[src/rtl/operand_sequencer.sv]
// Front-end sequencer for the 4-operand compute core: loads four operands,
// runs the core under a watchdog, and holds the result on a valid/ready output.
module operand_sequencer #(
  parameter int WIDTH   = 5,
  parameter int TIMEOUT = 100
) (
  input  logic             clk,
  input  logic             rst,
  input  logic             in_valid,
  input  logic [WIDTH-1:0] in_data,
  output logic             in_ready,
  output logic [WIDTH-1:0] b0_out,
  output logic [WIDTH-1:0] b1_out,
  output logic [WIDTH-1:0] b2_out,
  output logic [WIDTH-1:0] b3_out,
  output logic             core_rst,
  input  logic             core_done,
  input  logic [WIDTH-1:0] core_result,
  output logic             res_valid,
  output logic [WIDTH-1:0] res_data,
  output logic             res_timeout,
  input  logic             res_ready,
  output logic [1:0]       o_dbg_state
);

  // Handshakes: a word moves on in_valid & in_ready, a result on res_valid & res_ready;
  // valid never depends on ready, and data is held stable while valid waits.

  localparam logic [1:0] LOAD = 2'd0;
  localparam logic [1:0] RUN  = 2'd1;
  localparam logic [1:0] HOLD = 2'd2;

  localparam int              WD_W    = $clog2(TIMEOUT) + 1;
  localparam logic [WD_W-1:0] WD_LAST = WD_W'(TIMEOUT - 1);

  logic [1:0]       r_state;
  logic [1:0]       r_cnt;
  logic [WD_W-1:0]  r_wd;
  logic [WIDTH-1:0] r_b [4];
  logic [WIDTH-1:0] r_res_data;
  logic             r_res_timeout;

  logic w_load_xfer;

  assign in_ready    = (r_state == LOAD) & ~rst;
  assign w_load_xfer = in_valid & in_ready;

  always_ff @(posedge clk) begin
    if (rst) begin
      r_state       <= LOAD;
      r_cnt         <= 2'd0;
      r_wd          <= '0;
      r_b           <= '{default: '0};
      r_res_data    <= '0;
      r_res_timeout <= 1'b0;
    end else begin
      case (r_state)
        LOAD: begin
          if (w_load_xfer) begin
            r_b[r_cnt] <= in_data;
            // The 2-bit counter wraps 3 -> 0 on the final word of a group.
            r_cnt      <= r_cnt + 2'd1;
            if (r_cnt == 2'd3) r_state <= RUN;
          end
        end
        RUN: begin
          r_wd <= r_wd + WD_W'(1);
          if (core_done) begin
            r_res_data    <= core_result;
            r_res_timeout <= 1'b0;
            r_state       <= HOLD;
          end else if (r_wd == WD_LAST) begin
            r_res_data    <= '0;
            r_res_timeout <= 1'b1;
            r_state       <= HOLD;
          end
        end
        HOLD: begin
          if (res_ready) begin
            r_wd    <= '0;
            r_state <= LOAD;
          end
        end
        default: r_state <= LOAD;
      endcase
    end
  end

  // Core control and result valid are pure decodes of the state register.
  assign core_rst    = (r_state != RUN);
  assign res_valid   = (r_state == HOLD);
  assign res_data    = r_res_data;
  assign res_timeout = r_res_timeout;
  assign b0_out      = r_b[0];
  assign b1_out      = r_b[1];
  assign b2_out      = r_b[2];
  assign b3_out      = r_b[3];
  assign o_dbg_state = r_state;

endmodule

[config.mk]
export PLATFORM = sky130hd
export DESIGN_NAME = operand_sequencer
export DESIGN_NICKNAME = d
export VERILOG_FILES = /design/src/rtl/operand_sequencer.sv
export SDC_FILE = /design/constraint.sdc
export NUM_CORES = 1
export LEC_CHECK = 0
export ABC_AREA = 0
export CORE_MARGIN = 3
export CORE_UTILIZATION = 45
export CTS_BUF_LIST = sky130_fd_sc_hd__clkbuf_8
export CTS_CLUSTER_SIZE = 25
export DETAILED_ROUTE_END_ITERATION = 12
export GPL_ROUTABILITY_DRIVEN = 0
export PLACE_DENSITY = 0.79
export SKIP_CTS_REPAIR_TIMING = 1
export SKIP_LAST_GASP = 1
export SYNTH_ARGS = -nofsm -noshare
export SYNTH_HDL_FRONTEND = slang
export SYNTH_SLANG_ARGS = --single-unit
[constraint.sdc]
create_clock -name clk -period 1.72 [get_ports clk]
set_clock_uncertainty 0.15 [all_clocks]
set_input_delay 0.516 -clock clk [delete_from_list [all_inputs] [get_ports clk]]
set_output_delay 0.516 -clock clk [all_outputs]
set_load 0.02 [all_outputs]
==> impl_summary.md <==
Global route
Entering global routing, the biggest net connects 32 pins. The global-route wire length before repair is 6780 um. The initial antenna violation count is 0. The via count of the first global-routing pass was 1481.

Summed over all layers, the global routing overflow is 0. Global routing used 19.5% of the available tracks.

Floorplanning
The core region is 3490 sq um. Measured along the y axis, the die boundary spans 67.4 um. The initial utilization of the core area, before any placement, comes to 48.5%. The die outline area is 4540 sq um. The chip width is 67.4 um. Pin placement for this block handled 46 I/O pins. In this run the core area contains 21 standard-cell rows.

Placement
Detailed placement finished with a half-perimeter wire length of 2930 um. In this run the tool buffered the top-level ports with 45 buffer cells. In this run, placement finished with an instance count of 291.

Prior to clock tree synthesis, the placed netlist has a worst setup slack of -0.713 ns. The cell area reported after detailed placement is 2260 sq um.

Synthesis
The mapped netlist covers 1700 sq um. The distinct cell type count after synthesis is 39. The share of flip-flops with an asynchronous set or reset is 0%.

The count of state elements after synthesis is 38. The number of nets handed over by synthesis was 220. Yosys printed 0 warnings. Synthesis produced a netlist whose cell count is 200. Sequential elements use 44.8% of the synthesized area. The average instance area after synthesis is 8.48 sq um.

The most common flop cell mapped by yosys is dfxtp_1. The number of enable-type register cells in the synthesized netlist is 0.

Drt
Using the TritonRoute via totals, the vias-per-cell ratio works out to 5.79. The final wirelength is 4540 um. Summing over every cut layer, the via total after detailed routing is 1744. The length of the first detailed-routing pass in iterations is 6.

The count of nets left with antenna violations once routing finished came out at 0. In the final routed layout, each cell accounts on average for 15.1 um. The post-route DRC violation count is 0. The violation count after the first detailed-route iteration is 207.

Clocking
The clock passes through at most 2 buffers. The CTS sink count is 38. The latest clock arrival within the worst-skew pair is 0.29 ns.

TritonCTS created 5 clock buffers. TritonCTS built the clock tree. Clock-pin slew was measured on the worst setup and hold paths at 0.08 ns. The clock tree synthesis step divided the H-tree into 2 levels. CTS placed an instance of clkbuf_8 at the clock tree root.

Layout
Leaving out filler cells and counting taps, the final layout contains 301. Summing all non-filler instances in the final layout gives an area of 2490 sq um. The count of nets after finishing is 274. The area growth from synthesis to final layout is 46.9%. The final-layout fill cell count is 279. Of the cells placed in the final design, the portion with a size suffix greater than 1 is 14.9%. The number of antenna diodes in the final layout is 0. The library cell used most frequently in the layout, excluding fill and tap cells, is dfxtp_1.

The top cell types in the final layout, fill and taps aside, are dfxtp_1 (36), nand3_1 (33), a21oi_1 (29), dlymetal6s2s_1 (29), o21ai_1 (20).

Worst setup path
The data arrival time at the worst-slack endpoint is 1.72 ns. At the worst endpoint, the required time is 1.74 ns. By startpoint and endpoint, the worst setup path is classified as in -> reg. Along the worst path, the maximum fanout reaches 7. The critical path startpoint category is an input pin.

The endpoint class of the critical path is a flop.

STA
Setup repair after global routing could not meet its margin everywhere. The worst path uses 99.0% of the clock period. The clock period minus worst slack is 1.70 ns. The final hold violation count was 0. The fmax is 587 MHz. The total negative setup slack is 0 ns. Setup violations remaining at the end of the flow were counted as 0. The number of max-slew violations in the final report is 0. Setup slack closes at 0.0174 ns. Headroom to the max-slew limit came out at 69.7%. At the pin with the least slew margin, the transition time is 0.451 ns.

Power
The worst voltage drop across the vdd grid is 672 uV. The static leakage is 1.35 nW. The power density of the placed cells is 825 nW/um^2.

Job
The count of maximum capacitance violations is 0.

Hold path
The path class of the tightest hold or removal check is reg -> reg.

Status
The run finished with clean final reports.
-- layer usage --
layer | track usage [%] | vias up | wire (um)
li1 | - | 844 | -
met1 | 26.7 | 815 | 2010
met2 | 29.9 | 78 | 2090
met3 | 6.32 | 7 | 412
met4 | 3.80 | 0 | 36
met5 | 0 | - | 0
-- kinds of logic (layout without fill, tap and decap cells) --
family                     Yosys count  in the layout  synth area share, %
buffers and inverters               24             77                 6.27
adders and majority gates            5              5                 3.69
muxes                                1              1                0.590
DFF                                 38             38                 44.8
xor gates and xnor gates             1              1                0.516
AOI/OAI and AO/OA                   65             65                 22.1
and+or+nand+nor                     66             68                 22.0
-- path summary, 6_finish.rpt --
| path | endpoint | start | cells past startpoint | slack, ns |
|---|---|---|---|---|
| setup / recovery | b1_out[3] | rst | 5 | 0.02 |
| hold reg to reg | res_data[2] | res_data[2] | 2 | 0.31 |
| hold / removal | res_data[2] | res_data[2] | 2 | 0.31 |
| setup reg to reg | b2_out[3] | o_dbg_state[0] | 4 | 0.02 |
-- critical path, cell delays in order --
cell and delay (ns):
dlymetal6s2s_1 0.17, buf_4 0.18, or4b_4 0.59, o21ai_1 0.17, a21oi_1 0.09
-- power by group --
| part | internal (mW) | total (mW) | switching (mW) | leakage, nW |
|---|---|---|---|---|
| registers | 0.893 | 0.905 | 0.0121 | 0.309 |
| logic | 0.0935 | 0.216 | 0.123 | 0.972 |
| clock network | 0.619 | 0.935 | 0.317 | 0.0714 |
-- through the flow --
| step | total power, mW | hold slack (ns) | utilization (%) |
|---|---|---|---|
| 2_1_floorplan | 1.05 | 0.308 | - |
| 3_3_place_gp | 1.14 | 0.291 | 64.7 |
| 3_5_place_dp | 1.14 | 0.299 | 64.7 |
| 4_1_cts | 2.07 | 0.311 | 68.8 |
| 5_1_grt | 2.14 | 0.333 | 71.3 |
| 6_report | 2.06 | 0.311 | 71.3 |
-- cells in the mapped netlist (2+ instances only) --
cell type / n / area, sq um
o21ai_1: 20 / 100
a311oi_1: 2 / 17.5
nand3b_1: 2 / 15.0
a41oi_1: 2 / 17.5
dfxtp_1: 38 / 761
buf_2: 7 / 35.0
nor3b_1: 3 / 22.5
a21oi_1: 29 / 145
a31oi_1: 2 / 12.5
or4b_1: 2 / 20.0
nand2_1: 11 / 41.3
nand3_1: 33 / 165
clkbuf_1: 7 / 26.3
or4_1: 2 / 15.0
a211oi_1: 2 / 15.0
nor2_1: 4 / 15.0
ha_1: 5 / 62.6
inv_1: 8 / 30.0
-- state kept, by name, summed over array words and instances (netlist names) --
register and flops:
b0_out 5, r_cnt 2, r_wd 8, res_timeout 1, b2_out 5, b1_out 5
o_dbg_state 2, res_data 5, b3_out 5
-- final cells by class --
class / instances / area, sq um / share of cell area, %
multi-input combinational: 140 / 875 / 35.1
timing repair buffer: 60 / 616 / 24.7
tap: 46 / 57.6 / 2.31
clock inverter: 2 / 60.1 / 2.41
inverter: 9 / 33.8 / 1.36
clock buffer: 6 / 82.6 / 3.31
sequential: 38 / 768 / 30.8
(Power assumes the default switching activity.)
